## config.mk

```make
export PLATFORM = sky130hd
export DESIGN_NAME = egg_timer_ctrl
export DESIGN_NICKNAME = d
export VERILOG_FILES = /design/src/rtl/egg_timer_ctrl.sv
export SDC_FILE = /design/constraint.sdc
export NUM_CORES = 1
export LEC_CHECK = 0
export ABC_AREA = 0
export CAP_MARGIN = 20
export CELL_PAD_IN_SITES_DETAIL_PLACEMENT = 0
export CELL_PAD_IN_SITES_GLOBAL_PLACEMENT = 2
export CORE_MARGIN = 1
export CORE_UTILIZATION = 36
export DETAILED_ROUTE_END_ITERATION = 16
export PLACE_DENSITY_LB_ADDON = 0.2
export SLEW_MARGIN = 20
export SYNTH_ARGS = -nofsm -noshare
export SYNTH_HDL_FRONTEND = slang
export SYNTH_SLANG_ARGS = --single-unit
```

## constraint.sdc

```tcl
create_clock -name clk_in -period 3.4 [get_ports clk_in]
set_clock_uncertainty 0.1 [all_clocks]
set_input_delay 0.68 -clock clk_in [delete_from_list [all_inputs] [get_ports clk_in]]
set_output_delay 0.68 -clock clk_in [all_outputs]
set_load 0.02 [all_outputs]
```

## src/rtl/egg_timer_ctrl.sv

```systemverilog
// Egg timer countdown sequencer: BCD MM:SS countdown with start/pause, clear and a
// timed alarm, paced by an internal prescaler that yields one tick per second of clk_in.
module egg_timer_ctrl #(
    parameter int TICK_DIV   = 100_000_000,
    parameter int ALARM_SECS = 10
) (
    input  logic       clk_in,
    input  logic       reset,
    input  logic       start_stop,
    input  logic       clear,
    input  logic       inc_min,
    input  logic       inc_sec,
    output logic [3:0] min_tens,
    output logic [3:0] min_ones,
    output logic [3:0] sec_tens,
    output logic [3:0] sec_ones,
    output logic [2:0] state,
    output logic       running,
    output logic       alarm,
    output logic       tick
);

    localparam int CNT_W = $clog2(TICK_DIV);
    localparam int ALM_W = $clog2(ALARM_SECS + 1);
    localparam logic [CNT_W-1:0] CNT_LAST = CNT_W'(TICK_DIV - 1);
    localparam logic [ALM_W-1:0] ALM_LAST = ALM_W'(ALARM_SECS - 1);

    typedef enum logic [2:0] {
        S_IDLE  = 3'd0,
        S_RUN   = 3'd1,
        S_PAUSE = 3'd2,
        S_ALARM = 3'd3
    } state_e;

    state_e state_q, state_d;
    logic [3:0] minTens_q, minTens_d, minOnes_q, minOnes_d;
    logic [3:0] secTens_q, secTens_d, secOnes_q, secOnes_d;
    logic [CNT_W-1:0] presc_q, presc_d;
    logic [ALM_W-1:0] almCnt_q, almCnt_d;
    logic running_q, running_d, alarm_q, alarm_d, tick_q, tick_d;

    logic [3:0] decMinTens, decMinOnes, decSecTens, decSecOnes;
    logic [3:0] incMinTens, incMinOnes, incSecTens, incSecOnes;
    logic timeZero, timeOne, wrap;

    assign timeZero = ({minTens_q, minOnes_q, secTens_q, secOnes_q} == 16'h0000);
    assign timeOne  = ({minTens_q, minOnes_q, secTens_q, secOnes_q} == 16'h0001);
    assign wrap     = ((state_q == S_RUN) || (state_q == S_ALARM)) && (presc_q == CNT_LAST);

    // One-second BCD decrement with borrow through every digit; 00:00 stays put.
    always_comb begin
        decMinTens = minTens_q;
        decMinOnes = minOnes_q;
        decSecTens = secTens_q;
        decSecOnes = secOnes_q;
        if (secOnes_q != 4'd0) begin
            decSecOnes = secOnes_q - 4'd1;
        end else if (secTens_q != 4'd0) begin
            decSecOnes = 4'd9;
            decSecTens = secTens_q - 4'd1;
        end else if (minOnes_q != 4'd0) begin
            decSecTens = 4'd5;
            decSecOnes = 4'd9;
            decMinOnes = minOnes_q - 4'd1;
        end else if (minTens_q != 4'd0) begin
            decSecTens = 4'd5;
            decSecOnes = 4'd9;
            decMinOnes = 4'd9;
            decMinTens = minTens_q - 4'd1;
        end
    end

    // Setting increments wrap inside their own field: seconds 59->00, minutes 99->00.
    always_comb begin
        incSecOnes = (secOnes_q == 4'd9) ? 4'd0 : secOnes_q + 4'd1;
        incSecTens = secTens_q;
        if (secOnes_q == 4'd9) begin
            incSecTens = (secTens_q == 4'd5) ? 4'd0 : secTens_q + 4'd1;
        end
        incMinOnes = (minOnes_q == 4'd9) ? 4'd0 : minOnes_q + 4'd1;
        incMinTens = minTens_q;
        if (minOnes_q == 4'd9) begin
            incMinTens = (minTens_q == 4'd9) ? 4'd0 : minTens_q + 4'd1;
        end
    end

    always_comb begin
        state_d   = state_q;
        minTens_d = minTens_q;
        minOnes_d = minOnes_q;
        secTens_d = secTens_q;
        secOnes_d = secOnes_q;
        presc_d   = presc_q;
        almCnt_d  = almCnt_q;
        tick_d    = 1'b0;

        if (clear) begin
            state_d   = S_IDLE;
            minTens_d = 4'd0;
            minOnes_d = 4'd0;
            secTens_d = 4'd0;
            secOnes_d = 4'd0;
            presc_d   = '0;
            almCnt_d  = '0;
        end else begin
            unique case (state_q)
                S_IDLE: begin
                    presc_d = '0;
                    if (inc_min) begin
                        minTens_d = incMinTens;
                        minOnes_d = incMinOnes;
                    end
                    if (inc_sec) begin
                        secTens_d = incSecTens;
                        secOnes_d = incSecOnes;
                    end
                    if (start_stop && !timeZero) begin
                        state_d = S_RUN;
                    end
                end
                S_RUN: begin
                    presc_d = wrap ? '0 : presc_q + CNT_W'(1);
                    tick_d  = wrap;
                    // Reaching 00:00 outranks a simultaneous pause request.
                    if (wrap) begin
                        minTens_d = decMinTens;
                        minOnes_d = decMinOnes;
                        secTens_d = decSecTens;
                        secOnes_d = decSecOnes;
                    end
                    if (wrap && timeOne) begin
                        state_d  = S_ALARM;
                        almCnt_d = '0;
                    end else if (start_stop) begin
                        state_d = S_PAUSE;
                    end
                end
                S_PAUSE: begin
                    if (start_stop) begin
                        state_d = S_RUN;
                    end
                end
                S_ALARM: begin
                    presc_d = wrap ? '0 : presc_q + CNT_W'(1);
                    tick_d  = wrap;
                    if (start_stop) begin
                        state_d  = S_IDLE;
                        almCnt_d = '0;
                        presc_d  = '0;
                    end else if (wrap) begin
                        if (almCnt_q == ALM_LAST) begin
                            state_d  = S_IDLE;
                            almCnt_d = '0;
                        end else begin
                            almCnt_d = almCnt_q + ALM_W'(1);
                        end
                    end
                end
                default: begin
                    state_d = S_IDLE;
                end
            endcase
        end

        running_d = (state_d == S_RUN);
        alarm_d   = (state_d == S_ALARM);
    end

    always_ff @(posedge clk_in or posedge reset) begin
        if (reset) begin
            state_q   <= S_IDLE;
            minTens_q <= 4'd0;
            minOnes_q <= 4'd0;
            secTens_q <= 4'd0;
            secOnes_q <= 4'd0;
            presc_q   <= '0;
            almCnt_q  <= '0;
            running_q <= 1'b0;
            alarm_q   <= 1'b0;
            tick_q    <= 1'b0;
        end else begin
            state_q   <= state_d;
            minTens_q <= minTens_d;
            minOnes_q <= minOnes_d;
            secTens_q <= secTens_d;
            secOnes_q <= secOnes_d;
            presc_q   <= presc_d;
            almCnt_q  <= almCnt_d;
            running_q <= running_d;
            alarm_q   <= alarm_d;
            tick_q    <= tick_d;
        end
    end

    assign min_tens = minTens_q;
    assign min_ones = minOnes_q;
    assign sec_tens = secTens_q;
    assign sec_ones = secOnes_q;
    assign state    = state_q;
    assign running  = running_q;
    assign alarm    = alarm_q;
    assign tick     = tick_q;

endmodule

```

==> results.py <==
metrics = {
    "route": {
        "final_antenna_net_count": 0,
        "avgRoutedWirePerCell_um": 17.5,
        "vias": 3506,
        "wl_um": 10300,
        "via_per_inst": 5.94,
        "dr.first_iter.drc_count": 172,
        "drtPass1Iterations": 4,
        "drc": 0,
    },
    "synth": {
        "synth_fa_ha_area_share_pct": 4.07,
        "ys.flop_type": "dfrtp_1",
        "synth_common_cells": "dfrtp_1, nand2_1, a31oi_1, nand3_1",
        "ys_types": 63,
        "synth_top_area_share_pct": 36.0,
        "yosys_warnings": 0,
        "synth_area_mm2": 0.00369,
        "synth_compound_area_share_pct": 19.8,
        "synthSimpleGateAreaFrac_pct": 29.7,
        "netlist_instances": 434,
        "synth-seq-area-share_pct": 36.0,
        "async_flop_share_pct": 100,
        "synthTopCellsByArea": "dfrtp_1, a31oi_1, ha_1, nand3_1, nand2_1",
        "synth_top_family_by_area": "simple AND/OR/NAND/NOR gates",
        "synth_top_cell_by_area": "dfrtp_1",
        "synthMuxAreaShare_pct": 3.29,
        "synth.avg_cell_area_um2": 8.50,
        "synth_edf_count": 0,
        "syn-num-nets": 452,
        "synthXorXnorAreaFrac_pct": 1.66,
        "synth.most_common_cell": "dfrtp_1",
        "synth_seq_cells": 53,
    },
    "finish": {
        "diodes": 0,
        "fillers": 971,
        "area_growth_pct": 14.5,
        "fin_nets": 474,
        "drive_above_1_share_pct": 10.7,
    },
    "floorplanning": {
        "dieArea_mm2": 0.0107,
        "rows": 36,
        "ios": 28,
        "initial_utilization_pct": 37.4,
        "core-area_mm2": 0.00986,
        "die_h_um": 103,
        "die_x_um": 103,
    },
    "pwr": {
        "p_total_w": 0.00167,
        "peakVddDrop_mv": 0.153,
        "power_leakage_nw": 1.62,
        "power-per-cell-area_mw_per_mm2": 395,
    },
    "placement": {
        "numPortBuffers": 27,
        "gp_congestion": 0.805,
        "hpwl_um": 7350,
    },
    "clock_tree": {
        "holdBufCountCts": 0,
        "numCtsBuffers": 5,
        "root_buffer": "clkbuf_8",
        "insertion_delay_ns": 0.32,
        "clock_path_buffers": 2,
        "clock_sinks": 53,
        "cts_tree": "done",
        "ctsResizeCount": 0,
        "path_clk_slew_ns": 0.10,
        "postCtsSetupBuffers": 0,
        "cts_htree_levels": 2,
    },
    "grt": {
        "grt_max_degree": 47,
        "overflow": 0,
        "antenna_found_initial": 0,
        "grt_pass1_wl_um": 17000,
        "grt.total_usage_pct": 20.7,
        "grt_pass1_vias": 3360,
    },
    "setup_path": {
        "start_kind": "flop",
        "end_kind": "flop",
        "required_ns": 3.50,
        "critical_path_class": "reg2reg",
        "crit_arrival_ns": 2.89,
        "crit_fanout": 15,
    },
    "timing": {
        "fin_crit_sh_pct": 81.9,
        "hold_slack_ns": 0.390,
        "slew_headroom_pct": 52.6,
        "fmax_ghz": 0.359,
        "finalHoldViolCount": 0,
        "finalMaxSlewViolations": 0,
        "fin_tns_setup_ns": 0,
        "fin_crit_ns": 2.78,
        "setup_viol": 0,
        "grt_setup_unrepaired": "no",
        "tightest_slew_ns": 0.705,
    },
    "hold_path": {
        "hp-class": "reg2reg",
    },
    "status": {
        "status": "finished clean",
    },
    "job": {
        "max_cap_viol_count": 0,
    },
}
## per-stage QoR
step / cells / util, % / worst slack [ns] / cell area [um2]
2_1_floorplan: 434 / - / 0.838 / 3690
3_3_place_gp: 582 / 41.9 / 0.527 / 4130
3_5_place_dp: 582 / 41.9 / 0.482 / 4130
4_1_cts: 590 / 42.8 / 0.617 / 4220
5_1_grt: 590 / 42.8 / 0.426 / 4220
6_report: 590 / 42.8 / 0.617 / 4220
## layer usage
layer	global-route usage (%)	vias up	routed length (um)
li1	-	1706	-
met1	27.1	1733	4850
met2	35.6	63	5140
met3	3.16	4	275
met4	5.85	0	66
met5	0	-	0
## flip-flops by register name, indices dropped and copies added (netlist names)
name,flops
running,1
sec_ones,4
sec_tens,4
presc_q,27
state,3
almCnt_q,4
min_tens,4
min_ones,4
alarm,1
tick,1
## placed cells by master, fill, tap and decap left out, drive strengths merged, types with 3 or more instances in the layout
| cell type | synthesis | layout |
|---|---|---|
| dfrtp | 53 | 53 |
| nand2 | 33 | 33 |
| a31oi | 30 | 30 |
| nand3 | 27 | 27 |
| clkdlybuf4s50 | 0 | 27 |
| nor2 | 23 | 23 |
| inv | 22 | 22 |
| o21ai | 20 | 20 |
| nand4 | 19 | 19 |
| buf | 5 | 16 |
| nor4 | 15 | 15 |
| ha | 12 | 12 |
| nor3 | 12 | 12 |
| a21oi | 12 | 12 |
| or4 | 11 | 11 |
| or3 | 7 | 7 |
| nand2b | 6 | 6 |
| or3b | 6 | 6 |
| a41oi | 6 | 6 |
| and3 | 6 | 6 |
| o211ai | 6 | 6 |
| mux2 | 6 | 6 |
| nor2b | 5 | 5 |
| xnor2 | 5 | 5 |
| o31ai | 5 | 5 |
| mux2i | 5 | 5 |
| clkbuf | 23 | 5 |
| and4 | 4 | 4 |
| o22ai | 4 | 4 |
| or2 | 4 | 4 |
| o22a | 3 | 3 |
| nor3b | 3 | 3 |
| and2 | 3 | 3 |
| clkinv | 0 | 3 |
## layout make-up
| type | count | area (um2) | share of cell area (%) |
|---|---|---|---|
| clock buffer | 5 | 68.8 | 1.63 |
| clock inverter | 3 | 22.5 | 0.533 |
| inverter | 22 | 82.6 | 1.96 |
| multi-input combinational | 331 | 2170 | 51.3 |
| sequential | 53 | 1330 | 31.4 |
| tap | 133 | 166 | 3.94 |
| timing repair buffer | 43 | 390 | 9.24 |
## kinds of logic (layout without fill, tap and decap cells)
group	count (synthesis)	after routing
simple gates	192	192
mux	11	11
buf+inv	50	73
other cells	1	1
xor+xnor	7	7
compound gates	108	108
fa+ha+maj	12	12
flops	53	53
## critical path, cell delays in order, from the launching register on
cell and delay, ns:
dfrtp_1 0.49, or4b_1 0.58, or2_0 0.34, or3_1 0.65, buf_4 0.28, a41oi_1 0.18
a31oi_1 0.06
## final timing paths
kind / start / end / slack, ns / cells after the start
setup / recovery: presc_q[12]$_DFFE_PP0P_ / presc_q[13]$_DFFE_PP0P_ / 0.62 / 6
hold / removal: almCnt_q[3]$_DFFE_PP0P_ / almCnt_q[3]$_DFFE_PP0P_ / 0.39 / 1
max in group asynchronous: reset / presc_q[12]$_DFFE_PP0P_ / 1.85 / 3
hold reg to reg: almCnt_q[3]$_DFFE_PP0P_ / almCnt_q[3]$_DFFE_PP0P_ / 0.39 / 1
min in group asynchronous: reset / sec_ones[1]$_DFFE_PP0P_ / 0.47 / 2
setup reg to reg: presc_q[12]$_DFFE_PP0P_ / presc_q[13]$_DFFE_PP0P_ / 0.62 / 6
## power breakdown
group | internal (W) | switching [W] | leakage, nW | total [W]
clock | 0.000147 | 0.000233 | 0.0481 | 0.000380
combinational | 0.000238 | 0.000277 | 0.842 | 0.000516
sequential | 0.000673 | 0.0000983 | 0.727 | 0.000772
total | 0.00106 | 0.000608 | 1.62 | 0.00167
(Power assumes the default switching activity.)
